### config.mk
export PLATFORM = sky130hd
export DESIGN_NAME = hs_ram_port
export DESIGN_NICKNAME = d
export VERILOG_FILES = /design/src/rtl/bosconian_pkg.sv /design/src/rtl/hs_addr_decode.sv /design/src/rtl/hs_ram_port.sv
export SDC_FILE = /design/constraint.sdc
export NUM_CORES = 1
export LEC_CHECK = 0
export ABC_AREA = 0
export CELL_PAD_IN_SITES_DETAIL_PLACEMENT = 1
export CELL_PAD_IN_SITES_GLOBAL_PLACEMENT = 1
export CORE_MARGIN = 10
export CORE_UTILIZATION = 27
export DETAILED_ROUTE_END_ITERATION = 12
export PLACE_DENSITY = 0.76
export SLEW_MARGIN = 10
export SYNTH_ARGS = -nofsm -noshare
export SYNTH_HDL_FRONTEND = slang
export SYNTH_SLANG_ARGS = --single-unit
### constraint.sdc
create_clock -name clock_18 -period 1.7 [get_ports clock_18]
set_clock_uncertainty 0.2 [all_clocks]
set_input_delay 0.34 -clock clock_18 [delete_from_list [all_inputs] [get_ports clock_18]]
set_output_delay 0.34 -clock clock_18 [all_outputs]
set_load 0.005 [all_outputs]
### src/rtl/bosconian_pkg.sv
// Shared definitions for the Bosconian core's hiscore RAM access path.
//   hs_state_t  : responder FSM states
//   hs_region_t : decoded RAM region of a CPU-space address
//   HS_*        : default CPU-space placement of the two hiscore-visible RAMs
//   region_hit  : compares the bits of an address above a region's size
package bosconian_pkg;

  typedef enum logic [1:0] {
    IDLE,
    HOLD,
    GRANT,
    RD_WAIT
  } hs_state_t;

  typedef enum logic [1:0] {
    NONE,
    A,
    B
  } hs_region_t;

  // Region A: shared work RAM, region B: video RAM.
  localparam logic [15:0] HS_BASE_A      = 16'h7800;
  localparam int          HS_SIZE_A_LOG2 = 11;
  localparam logic [15:0] HS_BASE_B      = 16'h8000;
  localparam int          HS_SIZE_B_LOG2 = 12;

  // Width of the RAM word address; the largest region is 4 KB.
  localparam int HS_OFFSET_W = 12;

  // An address is inside a region when all bits above the region size match
  // the region base.
  function automatic logic region_hit(input logic [15:0] addr,
                                      input logic [15:0] base,
                                      input int          size_log2);
    return (addr >> size_log2) == (base >> size_log2);
  endfunction

endpackage

### src/rtl/hs_addr_decode.sv
// Combinational CPU-space address decoder for the hiscore-visible RAMs.
// Shared with the core's RAM muxes so both sides agree on the memory map.
//   addr    in  16  CPU-space address
//   region  out     NONE / A / B; A wins if both match
//   offset  out 12  zero-extended offset inside the region, 0 when NONE
//   overlap out  1  both regions match (parameter misconfiguration)
module hs_addr_decode
  import bosconian_pkg::*;
#(
  parameter logic [15:0] BASE_A      = HS_BASE_A,
  parameter int          SIZE_A_LOG2 = HS_SIZE_A_LOG2,
  parameter logic [15:0] BASE_B      = HS_BASE_B,
  parameter int          SIZE_B_LOG2 = HS_SIZE_B_LOG2
) (
  input  logic [15:0]            addr,
  output hs_region_t             region,
  output logic [HS_OFFSET_W-1:0] offset,
  output logic                   overlap
);

  localparam logic [15:0] MASK_A = 16'((32'd1 << SIZE_A_LOG2) - 32'd1);
  localparam logic [15:0] MASK_B = 16'((32'd1 << SIZE_B_LOG2) - 32'd1);

  logic hit_a;
  logic hit_b;

  always_comb begin
    // NOTE: every output gets a default before the decisions below, so no
    // path through the block leaves a value unassigned and no latch is built.
    region  = NONE;
    offset  = '0;
    hit_a   = region_hit(addr, BASE_A, SIZE_A_LOG2);
    hit_b   = region_hit(addr, BASE_B, SIZE_B_LOG2);
    overlap = hit_a && hit_b;
    if (hit_a) begin
      region = A;
      offset = addr[HS_OFFSET_W-1:0] & MASK_A[HS_OFFSET_W-1:0];
    end else if (hit_b) begin
      region = B;
      offset = addr[HS_OFFSET_W-1:0] & MASK_B[HS_OFFSET_W-1:0];
    end
  end

endmodule

### src/rtl/hs_ram_port.sv
// Responder side of the hiscore RAM access interface inside the Bosconian
// core. It stalls the CPUs, then serves single-byte reads and writes from the
// hiscore engine against work RAM (region A) and video RAM (region B).
//   clock_18, reset_n          core clock, synchronous active-low reset
//   hs_pause_req               engine wants the bus (level)
//   hs_address/data_in         request address and write data
//   hs_write_enable, hs_read   one-cycle requests, accepted only in GRANT
//   hs_data_out, hs_done       read data / completion strobe
//   hs_granted, hs_unmapped    bus owned / sticky out-of-map flag
//   cpu_hold, cpu_idle         stall request to the bus masters and its ack
//   ram_*                      strobe to the shared-RAM muxes, 0 when unused
// Write latency is 1 clock. Read latency is RAM_LAT+1 clocks: ram_dout_* is
// sampled RAM_LAT edges after the edge that launches the read strobe.
module hs_ram_port
  import bosconian_pkg::*;
#(
  parameter logic [15:0] BASE_A      = HS_BASE_A,
  parameter int          SIZE_A_LOG2 = HS_SIZE_A_LOG2,
  parameter logic [15:0] BASE_B      = HS_BASE_B,
  parameter int          SIZE_B_LOG2 = HS_SIZE_B_LOG2,
  parameter int          RAM_LAT     = 1
) (
  input  logic        clock_18,
  input  logic        reset_n,
  input  logic        hs_pause_req,
  input  logic [15:0] hs_address,
  input  logic [7:0]  hs_data_in,
  input  logic        hs_write_enable,
  input  logic        hs_read,
  output logic [7:0]  hs_data_out,
  output logic        hs_done,
  output logic        hs_granted,
  output logic        hs_unmapped,
  output logic        cpu_hold,
  input  logic        cpu_idle,
  output logic [11:0] ram_addr,
  output logic [7:0]  ram_din,
  output logic        ram_we,
  output logic        ram_sel_a,
  output logic        ram_sel_b,
  input  logic [7:0]  ram_dout_a,
  input  logic [7:0]  ram_dout_b
);

  // Remaining RD_WAIT cycles after the first one.
  localparam logic [1:0] LAT_LOAD = 2'(RAM_LAT - 1);

  hs_state_t              state_q,       state_d;
  logic [1:0]             lat_cnt_q,     lat_cnt_d;
  logic [HS_OFFSET_W-1:0] ram_addr_q,    ram_addr_d;
  logic [7:0]             ram_din_q,     ram_din_d;
  logic                   ram_we_q,      ram_we_d;
  logic                   ram_sel_a_q,   ram_sel_a_d;
  logic                   ram_sel_b_q,   ram_sel_b_d;
  logic [7:0]             hs_data_out_q, hs_data_out_d;
  logic                   hs_done_q,     hs_done_d;
  logic                   hs_unmapped_q, hs_unmapped_d;

  hs_region_t             dec_region;
  logic [HS_OFFSET_W-1:0] dec_offset;
  logic                   dec_overlap;
  logic                   dec_mapped;

  hs_addr_decode #(
    .BASE_A      (BASE_A),
    .SIZE_A_LOG2 (SIZE_A_LOG2),
    .BASE_B      (BASE_B),
    .SIZE_B_LOG2 (SIZE_B_LOG2)
  ) u_decode (
    .addr    (hs_address),
    .region  (dec_region),
    .offset  (dec_offset),
    .overlap (dec_overlap)
  );

  assign dec_mapped = (dec_region != NONE);

  always_comb begin
    state_d       = state_q;
    lat_cnt_d     = lat_cnt_q;
    // RAM controls fall back to 0 every cycle so the core muxes return to
    // the CPUs unless an access is launched or a read is still waiting.
    ram_addr_d    = '0;
    ram_din_d     = '0;
    ram_we_d      = 1'b0;
    ram_sel_a_d   = 1'b0;
    ram_sel_b_d   = 1'b0;
    hs_data_out_d = hs_data_out_q;
    hs_done_d     = 1'b0;
    hs_unmapped_d = hs_unmapped_q;

    unique case (state_q)
      IDLE: begin
        if (hs_pause_req) state_d = HOLD;
      end

      HOLD: begin
        if (!hs_pause_req)  state_d = IDLE;
        else if (cpu_idle)  state_d = GRANT;
      end

      GRANT: begin
        if (!hs_pause_req) begin
          state_d = IDLE;
        end else if (hs_write_enable || hs_read) begin
          // Unmapped accesses raise no strobe but still complete normally.
          ram_sel_a_d = (dec_region == A);
          ram_sel_b_d = (dec_region == B);
          ram_addr_d  = dec_offset;
          if (!dec_mapped) hs_unmapped_d = 1'b1;
          // A write wins over a simultaneous read; the read is dropped.
          if (hs_write_enable) begin
            ram_we_d  = dec_mapped;
            ram_din_d = dec_mapped ? hs_data_in : 8'h00;
            hs_done_d = 1'b1;
          end else begin
            state_d   = RD_WAIT;
            lat_cnt_d = LAT_LOAD;
          end
        end
      end

      RD_WAIT: begin
        if (lat_cnt_q == 2'd0) begin
          // Both selects low means an unmapped read, which returns 0.
          hs_data_out_d = ram_sel_a_q ? ram_dout_a :
                          ram_sel_b_q ? ram_dout_b : 8'h00;
          hs_done_d     = 1'b1;
          // Back through GRANT so a dropped pause releases the CPUs one
          // cycle after the completion strobe.
          state_d       = GRANT;
        end else begin
          ram_sel_a_d = ram_sel_a_q;
          ram_sel_b_d = ram_sel_b_q;
          ram_addr_d  = ram_addr_q;
          lat_cnt_d   = lat_cnt_q - 2'd1;
        end
      end

      default: state_d = IDLE;
    endcase
  end

  always_ff @(posedge clock_18) begin
    // NOTE: state is updated with non-blocking assignments so every flop
    // samples pre-edge values, independent of statement order.
    if (!reset_n) begin
      state_q       <= IDLE;
      lat_cnt_q     <= '0;
      ram_addr_q    <= '0;
      ram_din_q     <= '0;
      ram_we_q      <= 1'b0;
      ram_sel_a_q   <= 1'b0;
      ram_sel_b_q   <= 1'b0;
      hs_data_out_q <= '0;
      hs_done_q     <= 1'b0;
      hs_unmapped_q <= 1'b0;
    end else begin
      state_q       <= state_d;
      lat_cnt_q     <= lat_cnt_d;
      ram_addr_q    <= ram_addr_d;
      ram_din_q     <= ram_din_d;
      ram_we_q      <= ram_we_d;
      ram_sel_a_q   <= ram_sel_a_d;
      ram_sel_b_q   <= ram_sel_b_d;
      hs_data_out_q <= hs_data_out_d;
      hs_done_q     <= hs_done_d;
      hs_unmapped_q <= hs_unmapped_d;
    end
  end

  assign cpu_hold    = (state_q != IDLE);
  assign hs_granted  = (state_q == GRANT);
  assign hs_data_out = hs_data_out_q;
  assign hs_done     = hs_done_q;
  assign hs_unmapped = hs_unmapped_q;
  assign ram_addr    = ram_addr_q;
  assign ram_din     = ram_din_q;
  assign ram_we      = ram_we_q;
  assign ram_sel_a   = ram_sel_a_q;
  assign ram_sel_b   = ram_sel_b_q;

  // Overlapping regions mean the parameters are wrong; region A is used.
  a_no_overlap: assert property (@(posedge clock_18) disable iff (!reset_n)
                                 !dec_overlap);

endmodule

==> impl_metrics.py, run 1 <==
metrics = {
    "outcome": {
        "outcome": "finished clean",
    },
    "worst_setup_path": {
        "r2r_setup_slack_ps": 110,
        "ff2ff_path_depth": 6,
        "cp_max_fo": 11,
        "arrival_ps": 1640,
        "reg2reg_from": "lat_cnt_q[0]",
        "cp-end-kind": "flop",
        "critPathRequiredTime_ps": 1680,
        "worstSetupPathType": "input pin to flop",
        "cp-start-kind": "input pin",
        "r2r_end": "ram_sel_b",
    },
    "power": {
        "sequentialPowerShare": 0.472,
        "power_leakage_nw": 1.208,
        "vdd_drop_max_mv": 0.3914,
        "finalPower_mw": 1.851,
        "power_density_nw_per_um2": 733.7,
        "p_int_mw": 1.481,
        "power_frac_comb": 0.103,
        "clockPowerShare": 0.425,
        "power_switching_uw": 369.4,
        "p_sw_frac": 0.1996,
    },
    "layout": {
        "antenna_cells": 0,
        "final_common_cell": "clkdlybuf4s50_1",
        "final_cell_mix": "clkdlybuf4s50_1 (55), dfxtp_1 (34), dlymetal6s2s_1 (14)",
        "area_growth_pct": 76.07,
        "final_util": 0.4908,
        "nets": 270,
        "drive_gt1_frac": 0.1339,
        "n_fill_cell": 581,
    },
    "cts": {
        "cts-buffers-inserted": 5,
        "ctsHoldBuffers": 0,
        "clock_latency_ps": 280,
        "clk_path_buf_depth": 2,
        "cts_tree": "done",
        "clk_pin_slew_ps": 70,
        "cts_root_buffer": "clkbuf_8",
        "postCtsSetupBuffers": 0,
        "clkSinkCount": 37,
        "htree_levels": 2,
    },
    "routing": {
        "viasPerCell": 4.844,
        "finalWirelength_mm": 5.059,
        "ant_nets": 0,
        "highest_layer": "met4",
        "first_pass_iters": 4,
        "drt-initial-drc-count": 43,
        "m1WireLength_mm": 2.054,
        "wl_met2_mm": 2.429,
        "drt-wirelength-per-cell_um": 17.21,
        "met3RoutedLength_um": 528,
        "vias": 1424,
        "drc": 0,
    },
    "worst_hold_path": {
        "min_to": "ram_addr[9]",
        "hold_path_depth": 1,
        "min_from": "ram_addr[9]",
        "hold_class": "flop to flop",
    },
    "synthesis": {
        "synthDistinctLibCells": 35,
        "yosys_warnings": 0,
        "syn_avg_cell_area_um2": 10.69,
        "synth-main-ff-cell": "dfxtp_1",
        "netlist_instances": 134,
        "netlist_area_um2": 1433,
        "seq_area_frac_synth": 0.5170,
        "synth_edf_count": 0,
        "synthArstFlopShare": 0,
        "synth-seq-cells": 37,
        "syn_nets": 181,
    },
    "floorplan": {
        "core_um2": 5140,
        "rows": 26,
        "start_util": 0.2787,
        "pin_count": 81,
        "fp.dieArea_um2": 8619,
        "die_y_um": 92.84,
        "dieWidth_um": 92.84,
    },
    "timing": {
        "max_freq_mhz": 602.2,
        "tightest_slew_ps": 377.4,
        "fin_crit_ps": 1661,
        "whs_ps": 264.1,
        "maxSlewHeadroom": 0.7473,
        "fin_ws_ps": 39.49,
        "rsz0062_at_grt": "true",
        "slew_violations": 0,
        "setup-violations-final": 0,
        "hold_viol": 0,
        "fin_crit_sh": 0.9768,
    },
    "global_route": {
        "grt_max_degree": 16,
        "grt_pass1_vias": 1573,
        "antenna_found_initial": 0,
        "grt_pass1_wl_mm": 7.969,
        "grtUsageTotal": 0.1151,
        "gr-total-overflow": 0,
    },
    "placement": {
        "place_congestion": 0.7637,
        "dp_hpwl_mm": 3.800,
        "pre_cts_slack_ps": -314.8,
        "io_buffers": 80,
    },
    "run": {
        "drv_cap": 0,
    },
}
## synthesized netlist by cell type, types with 2 or more instances
library cell   n  share of area
nor2_1        11          0.029
buf_6          2          0.016
clkbuf_1       2         0.0052
nand2_1        4          0.010
dfxtp_1       37           0.52
a22o_1         2          0.012
nor3b_1        9          0.047
nand2b_1       2         0.0087
and3_1         2         0.0087
a21o_1         2          0.010
a32o_1        13          0.091
a221oi_1       8          0.049
inv_1          4          0.010
a21oi_1        3          0.010
nor3_1         8          0.028
nor2b_1        3          0.013
buf_2          3          0.010
nand3b_1       2          0.010
## layer usage
| metal | global-route usage | vias to the layer above |
|---|---|---|
| li1 | - | 686 |
| met1 | 0.1208 | 678 |
| met2 | 0.1875 | 55 |
| met3 | 0.07103 | 5 |
| met4 | 0.03470 | 0 |
| met5 | 0 | - |
## worst max-delay path: stages
cell	delay (ps)
clkdlybuf4s50_1	470
and4b_4	260
a21o_2	300
a32o_1	270
## final cells by class
type	count	area [um^2]	share of cell area
Clock inverter	1	30.03	0.01190
Timing Repair Buffer	91	922.1	0.3656
Clock buffer	7	86.33	0.03423
Inverter	4	15.01	0.005952
Multi-Input combinational cell	84	636.9	0.2525
Sequential cell	37	744.5	0.2951
Tap cell	70	87.58	0.03472
## how the worst max path moves through the flow
stage | start | end | slack (ps) | cells past startpoint
floorplan | lat_cnt_q[0] | ram_addr[11] | 180 | 6
global route | hs_address[13] | ram_addr[5] | -5 | 4
CTS | lat_cnt_q[0] | hs_data_out[1] | 4 | 5
global placement | hs_address[13] | ram_addr[0] | -260 | 4
detailed placement | hs_address[12] | ram_addr[4] | -310 | 4
finish | hs_address[13] | ram_addr[4] | 40 | 4
## metrics by stage
step                      setup TNS (ps)  area [um^2]  instances
after global routing              -5.301         2522        294
after floorplan                        0         1433        134
final                                  0         2522        294
after CTS                              0         2472        294
after detailed placement           -6765         2359        286
after global placement             -5627         2359        286
## power groups by stage
stage / clock (mW) / combinational [mW] / sequential, mW
after floorplan: 0 / 0.0436 / 0.894
final: 0.786 / 0.191 / 0.874
after detailed placement: 0 / 0.192 / 0.894
after global placement: 0 / 0.188 / 0.894
after CTS: 0.813 / 0.193 / 0.874
after global routing: 0.860 / 0.204 / 0.875
## what timing repair did
action / CTS / global route
setup endpoints to repair: 18 / 25
resized for setup: 15 / 20
cloned: 0 / 0
## flip-flops by register name, summed over array words and instances (netlist names), 2 cells and up
signal	flops
hs_data_out	8
ram_din	8
lat_cnt_q	2
state_q	2
ram_addr	12
## cells by family after synthesis
kind of cell,count (synthesis),share of synthesized area
AND/OR/NAND/NOR,47,0.2044
flip-flops,37,0.5170
adder cells (fa/ha/maj),1,0.008732
buffers and inverters,13,0.05065
AO/OA/AOI/OAI,36,0.2192
Note: power is estimated with default switching activity, not from simulation.
==> run 2: changes to the inputs <==
--- a/config.mk
+++ b/config.mk
@@ -12,6 +12,7 @@
 export CORE_UTILIZATION = 27
 export DETAILED_ROUTE_END_ITERATION = 12
 export PLACE_DENSITY = 0.76
+export SETUP_SLACK_MARGIN = 0.05
 export SLEW_MARGIN = 10
 export SYNTH_ARGS = -nofsm -noshare
 export SYNTH_HDL_FRONTEND = slang
==> run 2 against run 1 <==
Compared with the run above: cell area decreased by 1.4%; combinational power about the same; wire length decreased by 0.24%; utilization decreased by 0.71 points; count of clock-buffer cells in the layout unchanged; sequential cell count unchanged; power about the same; first-iteration DRC count decreased by 35%; clock power about the same; critical endpoint is now hs_unmapped; largest cell class unchanged; largest power group unchanged; highest routed layer unchanged.
==> impl_metrics.py, run 2 (synthesis gave the netlist of run 1 again) <==
metrics = {
    "floorplan": {
        "start_util": 0.2787,
        "core_um2": 5140,
        "pin_count": 81,
        "dieWidth_um": 92.84,
        "rows": 26,
        "die_y_um": 92.84,
        "fp.dieArea_um2": 8619,
    },
    "worst_setup_path": {
        "cp_max_fo": 10,
        "crit_family": "buffers and inverters",
        "arrival_ps": 1590,
        "worstSetupPathType": "input pin to flop",
        "critPathRequiredTime_ps": 1680,
        "critPathMaxStageDelay_ps": 470,
        "crit_chain": "clkdlybuf4s50_1 -> nor4b_4 -> buf_4 -> a21oi_4 -> a22o_1",
        "cp-start-kind": "input pin",
        "slowest_stage": "clkdlybuf4s50_1",
        "cp-end-kind": "flop",
        "path_buf_inv": 2,
    },
    "routing": {
        "drc": 0,
        "finalWirelength_mm": 5.047,
        "drt-initial-drc-count": 28,
        "first_pass_iters": 4,
        "drt-wirelength-per-cell_um": 17.11,
        "vias": 1419,
        "viasPerCell": 4.810,
        "ant_nets": 0,
    },
    "global_route": {
        "grt_pass1_vias": 1575,
        "antenna_found_initial": 0,
        "grtUsageTotal": 0.1157,
        "grt_max_degree": 16,
        "grt_pass1_wl_mm": 8.017,
        "gr-total-overflow": 0,
    },
    "placement": {
        "dp_cells": 286,
        "io_buffers": 80,
        "placed_cell_area_um2": 2359,
        "place_congestion": 0.7637,
        "dp_hpwl_mm": 3.800,
    },
    "layout": {
        "antenna_cells": 0,
        "drive_gt1_frac": 0.1556,
        "final_util": 0.4837,
        "nets": 271,
        "final_cell_mix": "clkdlybuf4s50_1 (45), dfxtp_1 (36), dlygate4sd2_1 (33)",
        "area_growth_pct": 73.54,
        "final_common_cell": "clkdlybuf4s50_1",
        "final_cells": 295,
        "largest_reg_flops": 12,
        "fin_area_um2": 2486,
    },
    "timing": {
        "tightest_slew_ps": 362.7,
        "setup-violations-final": 0,
        "maxSlewHeadroom": 0.7571,
        "slew_violations": 0,
        "fin_crit_ps": 1614,
        "tns_ps": 0,
        "fin_crit_sh": 0.9493,
        "rsz0062_at_grt": "false",
        "hold_viol": 0,
        "max_freq_mhz": 619.6,
    },
    "cts": {
        "cts_tree": "done",
        "clk_path_buf_depth": 2,
        "clk_pin_slew_ps": 70,
        "clock_latency_ps": 280,
        "htree_levels": 2,
        "cts-buffers-inserted": 5,
        "cts_root_buffer": "clkbuf_8",
        "clkSinkCount": 37,
    },
    "run": {
        "drv_cap": 0,
    },
    "power": {
        "power_leakage_nw": 1.091,
        "power_density_nw_per_um2": 744.6,
        "finalPower_mw": 1.851,
        "vdd_drop_max_mv": 0.3881,
    },
    "worst_hold_path": {
        "hold_class": "flop to flop",
    },
    "outcome": {
        "outcome": "finished clean",
    },
}
[run 2: power breakdown]
part	leakage (nW)	total (mW)	internal (mW)	switching (mW)
clock	0.0585	0.784	0.478	0.306
sequential	0.299	0.874	0.871	0.00274
combinational	0.734	0.193	0.131	0.0612
[run 2: per-layer routing]
layer / up-vias / routed length (um) / GRT usage
met4: 0 / 46 / 0.03470
met2: 57 / 2387 / 0.1887
met5: - / 0 / 0
li1: 685 / - / -
met3: 5 / 536 / 0.06860
met1: 672 / 2076 / 0.1232
[run 2: area by class of cell]
type	count	area, um^2
Fill cell	603	2654
Timing Repair Buffer	92	859.6
Sequential cell	37	742.0
Multi-Input combinational cell	84	665.6
Tap cell	70	87.58
Clock buffer	7	86.33
Clock inverter	1	30.03
Inverter	4	15.01
[run 2: worst paths after layout]
check             cells after the start           to            from  slack (ps)
setup reg to reg                      6    ram_sel_b    lat_cnt_q[0]         130
setup / recovery                      5  hs_unmapped  hs_address[14]          90
hold reg to reg                       1  ram_addr[9]     ram_addr[9]         260
hold / removal                        1  ram_addr[9]     ram_addr[9]         260
[run 2: stage by stage]
| step | setup slack (ps) | hold slack [ps] |
|---|---|---|
| 6_report | 86.11 | 264.2 |
| 5_1_grt | 46.68 | 298.6 |
| 4_1_cts | 48.07 | 267.0 |
| 3_5_place_dp | -314.8 | 257.1 |
| 3_3_place_gp | -260.3 | 245.9 |
| 2_1_floorplan | 175.5 | 257.6 |
[run 2: what timing repair did]
item	in CTS	in global routing
pin swaps	0	1
endpoints found under the hold margin	0	0
hold buffers	0	0
buffers inserted	0	1
setup endpoints to repair	63	33
gates resized for setup	41	8
